## src/rtl/tri_bus_rd_pkg.sv

```systemverilog
// Shared definitions for the tri_bus_rd read-side bus controller.
// TRI_BUS_RD_SYNC_EN adds a 2-flop input synchronizer and two extra access cycles.
package tri_bus_rd_pkg;

  typedef enum logic [2:0] {
    ST_IDLE = 3'd0,
    ST_REL  = 3'd1,
    ST_ACC  = 3'd2,
    ST_CAPT = 3'd3,
    ST_RET  = 3'd4
  } state_e;

  localparam int TURN_CYC_DEF = 2;
  localparam int CNT_W_MIN    = 4;

`ifdef TRI_BUS_RD_SYNC_EN
  localparam int SYNC_XTRA = 2;
`else
  localparam int SYNC_XTRA = 0;
`endif

  // One extra bit when the synchronizer stretches the access phase past 2^WAIT_W-1.
  function automatic int cnt_width(input int wait_w);
    int w;
    w = (wait_w > CNT_W_MIN) ? wait_w : CNT_W_MIN;
    return (SYNC_XTRA != 0) ? w + 1 : w;
  endfunction

endpackage

```

## src/rtl/tri_bus_rd_cnt.sv

```systemverilog
// Loadable down-counter with zero flag; times both turnaround and access phases.
module tri_bus_rd_cnt #(
  parameter int CNT_W = 4
) (
  input  logic             clk_i,
  input  logic             rst_n_i,
  input  logic             load_i,
  input  logic [CNT_W-1:0] load_val_i,
  input  logic             dec_i,
  output logic             zero_o
);

  logic [CNT_W-1:0] cnt_q;
  logic [CNT_W-1:0] cnt_d;

  always_comb begin
    cnt_d = cnt_q;
    if (load_i)
      cnt_d = load_val_i;
    else if (dec_i && (cnt_q != '0))
      cnt_d = cnt_q - 1'b1;
  end

  always_ff @(posedge clk_i) begin
    if (!rst_n_i)
      cnt_q <= '0;
    else
      cnt_q <= cnt_d;
  end

  assign zero_o = (cnt_q == '0);

endmodule

```

## src/rtl/tri_bus_rd.sv

```systemverilog
// Read-side controller for a shared tri-state bus: release, turnaround, access, capture.
// Optional macro TRI_BUS_RD_SYNC_EN: bus_in goes through a 2-flop synchronizer.
import tri_bus_rd_pkg::*;

module tri_bus_rd #(
  parameter int WIDTH    = 32,
  parameter int TURN_CYC = TURN_CYC_DEF,
  parameter int WAIT_W   = 4
) (
  input  logic             clk,
  input  logic             rst_n,
  input  logic             req,
  output logic             req_ack,
  input  logic [WAIT_W-1:0] wait_cfg,
  input  logic [WIDTH-1:0] bus_in,
  output logic             drv_en,
  output logic             dev_oe,
  output logic [WIDTH-1:0] rdata,
  output logic             rvalid,
  input  logic             rready,
  output logic             busy
);

  localparam int CNT_W = cnt_width(WAIT_W);

  state_e            state_q;
  logic [WAIT_W-1:0] wcfg_q;
  logic              req_ack_q, drv_en_q, dev_oe_q, rvalid_q, busy_q;
  logic [WIDTH-1:0]  rdata_q;
  logic [WIDTH-1:0]  cap_src;
  logic              cnt_load, cnt_dec, cnt_zero;
  logic [CNT_W-1:0]  cnt_val;
  logic              accept;

  // Unread data blocks a new request unless it is being consumed this very cycle.
  assign accept = req && (!rvalid_q || rready);

`ifdef TRI_BUS_RD_SYNC_EN
  logic [WIDTH-1:0] sync1_q, sync2_q;

  always_ff @(posedge clk) begin
    sync1_q <= bus_in;
    sync2_q <= sync1_q;
  end

  assign cap_src = sync2_q;
`else
  assign cap_src = bus_in;
`endif

  always_comb begin
    cnt_load = 1'b0;
    cnt_dec  = 1'b0;
    cnt_val  = '0;
    case (state_q)
      ST_IDLE: begin
        cnt_load = accept;
        cnt_val  = CNT_W'(TURN_CYC - 1);
      end
      ST_REL: begin
        if (cnt_zero) begin
          cnt_load = 1'b1;
          cnt_val  = CNT_W'(wcfg_q) + CNT_W'(SYNC_XTRA);
        end else begin
          cnt_dec = 1'b1;
        end
      end
      ST_ACC:  cnt_dec = 1'b1;
      ST_CAPT: begin
        cnt_load = 1'b1;
        cnt_val  = CNT_W'(TURN_CYC - 1);
      end
      ST_RET:  cnt_dec = 1'b1;
      default: cnt_dec = 1'b0;
    endcase
  end

  tri_bus_rd_cnt #(.CNT_W(CNT_W)) u_cnt (
    .clk_i      (clk),
    .rst_n_i    (rst_n),
    .load_i     (cnt_load),
    .load_val_i (cnt_val),
    .dec_i      (cnt_dec),
    .zero_o     (cnt_zero)
  );

  always_ff @(posedge clk) begin
    if (!rst_n) begin
      state_q   <= ST_IDLE;
      wcfg_q    <= '0;
      req_ack_q <= 1'b0;
      drv_en_q  <= 1'b1;
      dev_oe_q  <= 1'b0;
      rvalid_q  <= 1'b0;
      rdata_q   <= '0;
      busy_q    <= 1'b0;
    end else begin
      req_ack_q <= 1'b0;
      if (rvalid_q && rready)
        rvalid_q <= 1'b0;
      case (state_q)
        ST_IDLE: begin
          if (accept) begin
            req_ack_q <= 1'b1;
            wcfg_q    <= wait_cfg;
            drv_en_q  <= 1'b0;
            busy_q    <= 1'b1;
            state_q   <= ST_REL;
          end
        end
        ST_REL: begin
          if (cnt_zero) begin
            dev_oe_q <= 1'b1;
            state_q  <= ST_ACC;
          end
        end
        ST_ACC: begin
          if (cnt_zero)
            state_q <= ST_CAPT;
        end
        ST_CAPT: begin
          rdata_q  <= cap_src;
          rvalid_q <= 1'b1;
          dev_oe_q <= 1'b0;
          state_q  <= ST_RET;
        end
        ST_RET: begin
          if (cnt_zero) begin
            drv_en_q <= 1'b1;
            busy_q   <= 1'b0;
            state_q  <= ST_IDLE;
          end
        end
        default: state_q <= ST_IDLE;
      endcase
    end
  end

  assign req_ack = req_ack_q;
  assign drv_en  = drv_en_q;
  assign dev_oe  = dev_oe_q;
  assign rdata   = rdata_q;
  assign rvalid  = rvalid_q;
  assign busy    = busy_q;

endmodule

```

## config.mk

```make
export PLATFORM = sky130hd
export DESIGN_NAME = tri_bus_rd
export DESIGN_NICKNAME = d
export VERILOG_FILES = /design/src/rtl/tri_bus_rd_pkg.sv /design/src/rtl/tri_bus_rd_cnt.sv /design/src/rtl/tri_bus_rd.sv
export SDC_FILE = /design/constraint.sdc
export NUM_CORES = 1
export LEC_CHECK = 0
export ABC_AREA = 1
export BUFFER_PORTS_ARGS = -buffer_cell sky130_fd_sc_hd__clkbuf_2
export CORE_MARGIN = 1.5
export CORE_UTILIZATION = 48
export DETAILED_ROUTE_END_ITERATION = 8
export GPL_TIMING_DRIVEN = 0
export PLACE_DENSITY = 0.81
export SYNTH_ARGS = -nofsm -noshare
export SYNTH_HDL_FRONTEND = slang
export SYNTH_HIERARCHICAL = 1
export SYNTH_SLANG_ARGS = --single-unit
```

## constraint.sdc

```tcl
create_clock -name clk -period 2.26 [get_ports clk]
set_input_delay 0 -clock clk [delete_from_list [all_inputs] [get_ports clk]]
set_output_delay 0 -clock clk [all_outputs]
set_load 0.02 [all_outputs]
```

==> run summary <==
# setup viols final: 0
Fin crit share: 83.7%
# fillers: 291
Max Freq: 0.529 GHz
Tot GR Track Use: 24.5%
Clock transition at the registers of the reported paths: 0.09 ns
Slew HR: 71.7%
Unrepaired setup endpoints after global routing: false
Cell Area, Synth: 1970 um^2
HPWL Detailed: 3250 um
CTS tree: built
Setup tns final: 0 ns
Tmin final: 1.89 ns
CP Cell Sequence: inv_1 > ha_1 > nand3_2 > inv_1 > inv_2 > nand4_1 > nand3_1 > nand2_4 > nand2_4 > o21ai_0 > nor2_1
CP top delay family: simple AND/OR/NAND/NOR gates
Largest net degree at the start of global routing: 16
Chip Height: 67.0 um
Clock skew: 0.00448 ns
Register area share after synthesis: 48.9%
VDD IR max: 0.000713 V
Multi-input logic area: 850 um^2
Area contributors post-synth: dfxtp_1, nor2_1, o21ai_1
Pre-Repair DR Iteration Count: 4
Row cnt: 23
Mean Syn Cell Area: 7.62 um^2
Clk Latency, worst-skew pair: 0.30 ns
Initial antenna violation count: 0
Crit start category: register
Area growth from synthesis to layout: 48.1%
Dpl cell area: 2410 um^2
Die Span X: 67.0 um
Distinct cells, synth: 29
Core area: 3970 um^2
Critical Setup Path Class: reg2reg
Share of layout cells above drive strength 1: 30.8%
CTS Root Cell: clkbuf_8
Gpl congestion: 0.827
Vias/cell: 4.89
Top-area cell type share of the netlist area: 48.9%
Via Count: 2,101
Post-CTS sizing: 0
Port Buf Inserts: 76
Arrival @ worst endpoint: 2.10 ns
Max-cap violations: 0
Cells after Synth: 258
Final #Nets: 420
Initial DRC count: 152
I/O pin cnt: 77
Starting Density: 49.5%
Drt total wl: 5350 um
Hold Fails Final Rpt: 0
Post-synthesis sequential element count: 48
CTS Buf Count: 5
Drt wl/cell: 12.4 um
Post-route ant nets: 0
Number of global-route vias before repair: 1,883
P per Cell Area: 1070 nW/um^2
Slowest cell on the critical path: dfxtp_1
Register-to-register setup slack: 0.37 ns
Sink Count: 48
Leakage: 0.00137 uW
Max Fanout on Critical Path: 6
Least-Margin Pin Slew: 0.424 ns
Post-route DRC: 0
Number of inserted diodes: 0
CP required: 2.47 ns
Buf/Inv on CP: 3
First-pass GRT wire length: 8210 um
Hold Crit Class: in2reg
GR Overflow Total: 0
Mapped Nets: 299
CTS Buffer Depth: 2
Max Slew Vio Count: 0
H-tree depth: 2
Synth warnings: 6
Max incr delay on CP: 0.32 ns
Outcome: completed
Design Area, Final: 2910 um^2
CP endpoint kind: register
Synth area leader: dfxtp_1
Register area: 961 um^2
Die outline area: 4490 um^2
## synthesized netlist by cell type (all sizes together)
library cell,count
inv,19
nand3,9
clkinv,1
o211ai,1
o21ai,40
clkbuf,3
ha,1
xor2,1
buf,8
nand2,25
a21o,1
or2,1
a21oi,6
nand4,5
dfxtp,48
nor2,87
o22ai,2
## final timing paths
check | from | endpoint | cells after the start
worst max register to register | u_cnt/cnt_q[0] | u_cnt/cnt_q[1] | 11
worst max-delay path | u_cnt/cnt_q[0] | u_cnt/cnt_q[1] | 11
worst min register to register | drv_en | drv_en | 1
worst min-delay path | req | state_q[0] | 5
## through the flow
stage	utilization (%)	hold slack, ns	cells	power, uW	setup slack [ns]
2_1_floorplan	-	0.120	258	2080	0.609
3_3_place_gp	60.6	0.226	384	2360	0.454
3_5_place_dp	60.6	0.233	384	2390	0.401
4_1_cts	73.3	0.204	430	3110	0.376
5_1_grt	73.3	0.255	430	3330	0.155
6_report	73.3	0.203	430	3110	0.368
## worst reg2reg max path: cells and delay by family (launching register included)
family | cells | cell delay, ns
buffers and inverters | 3 | 0.37
adders and majority gates | 1 | 0.23
DFF | 1 | 0.32
and+or+nand+nor | 6 | 0.74
AOI/OAI and AO/OA | 1 | 0.14
## registers in the layout (all words and copies together), names as in the netlist
signal,count
state_q,3
rdata,32
rvalid,1
busy,1
u_cnt/cnt_q,4
req_ack,1
drv_en,1
wcfg_q,4
dev_oe,1
## what timing repair did
action,in CTS,in global routing
hold endpoints to repair,40,0
endpoints found under the setup margin,0,0
buffers inserted,0,0
hold buffers,38,0
## cell families after synthesis
| kind of cell | count (synthesis) | share of synthesized area [%] |
|---|---|---|
| flops | 48 | 48.9 |
| compound gates | 50 | 13.5 |
| buf+inv | 31 | 7.89 |
| xor+xnor | 1 | 0.446 |
| fa+ha+maj | 1 | 0.636 |
| simple gates | 127 | 28.6 |
## cells in the final DEF, fill, tap and decap left out, types with 2 or more instances in the layout
| master | instances |
|---|---|
| buf_6 | 4 |
| a21oi_2 | 2 |
| o22ai_1 | 2 |
| nand2_2 | 5 |
| nand3_1 | 6 |
| o21ai_0 | 15 |
| buf_2 | 2 |
| dfxtp_1 | 48 |
| nand4_1 | 5 |
| nand2_4 | 3 |
| inv_2 | 9 |
| nor2_1 | 85 |
| clkbuf_1 | 2 |
| dlygate4sd3_1 | 38 |
| inv_1 | 10 |
| clkbuf_8 | 6 |
| clkbuf_2 | 77 |
| nand3_2 | 3 |
| nand2_1 | 17 |
| o21ai_1 | 25 |
| a21oi_1 | 4 |
## area by class of cell
cell class,instances,area share (%)
Buffer,11,2.71
Clock buffer,6,2.84
Timing Repair Buffer,114,26.1
Sequential cell,48,33.0
Multi-Input combinational cell,179,29.2
Inverter,20,2.62
Tap cell,50,2.15
Clock inverter,2,1.33
## power by group
| group | total, uW | leakage [uW] | internal, uW | switching, uW |
|---|---|---|---|---|
| registers | 1160 | 0.000392 | 1040 | 121 |
| clock network | 651 | 0.0000614 | 362 | 289 |
| logic | 1310 | 0.000918 | 485 | 821 |
| total | 3110 | 0.00137 | 1880 | 1230 |
## metal layers
layer  global-route usage (%)  vias up  wire (um)
li1                         -     1071          -
met1                     26.9      935       2280
met2                     43.6       80       2520
met3                     6.25       15        400
met4                     11.7        0        161
met5                        0        -          0
No activity file was read; power rests on OpenSTA's default activity.
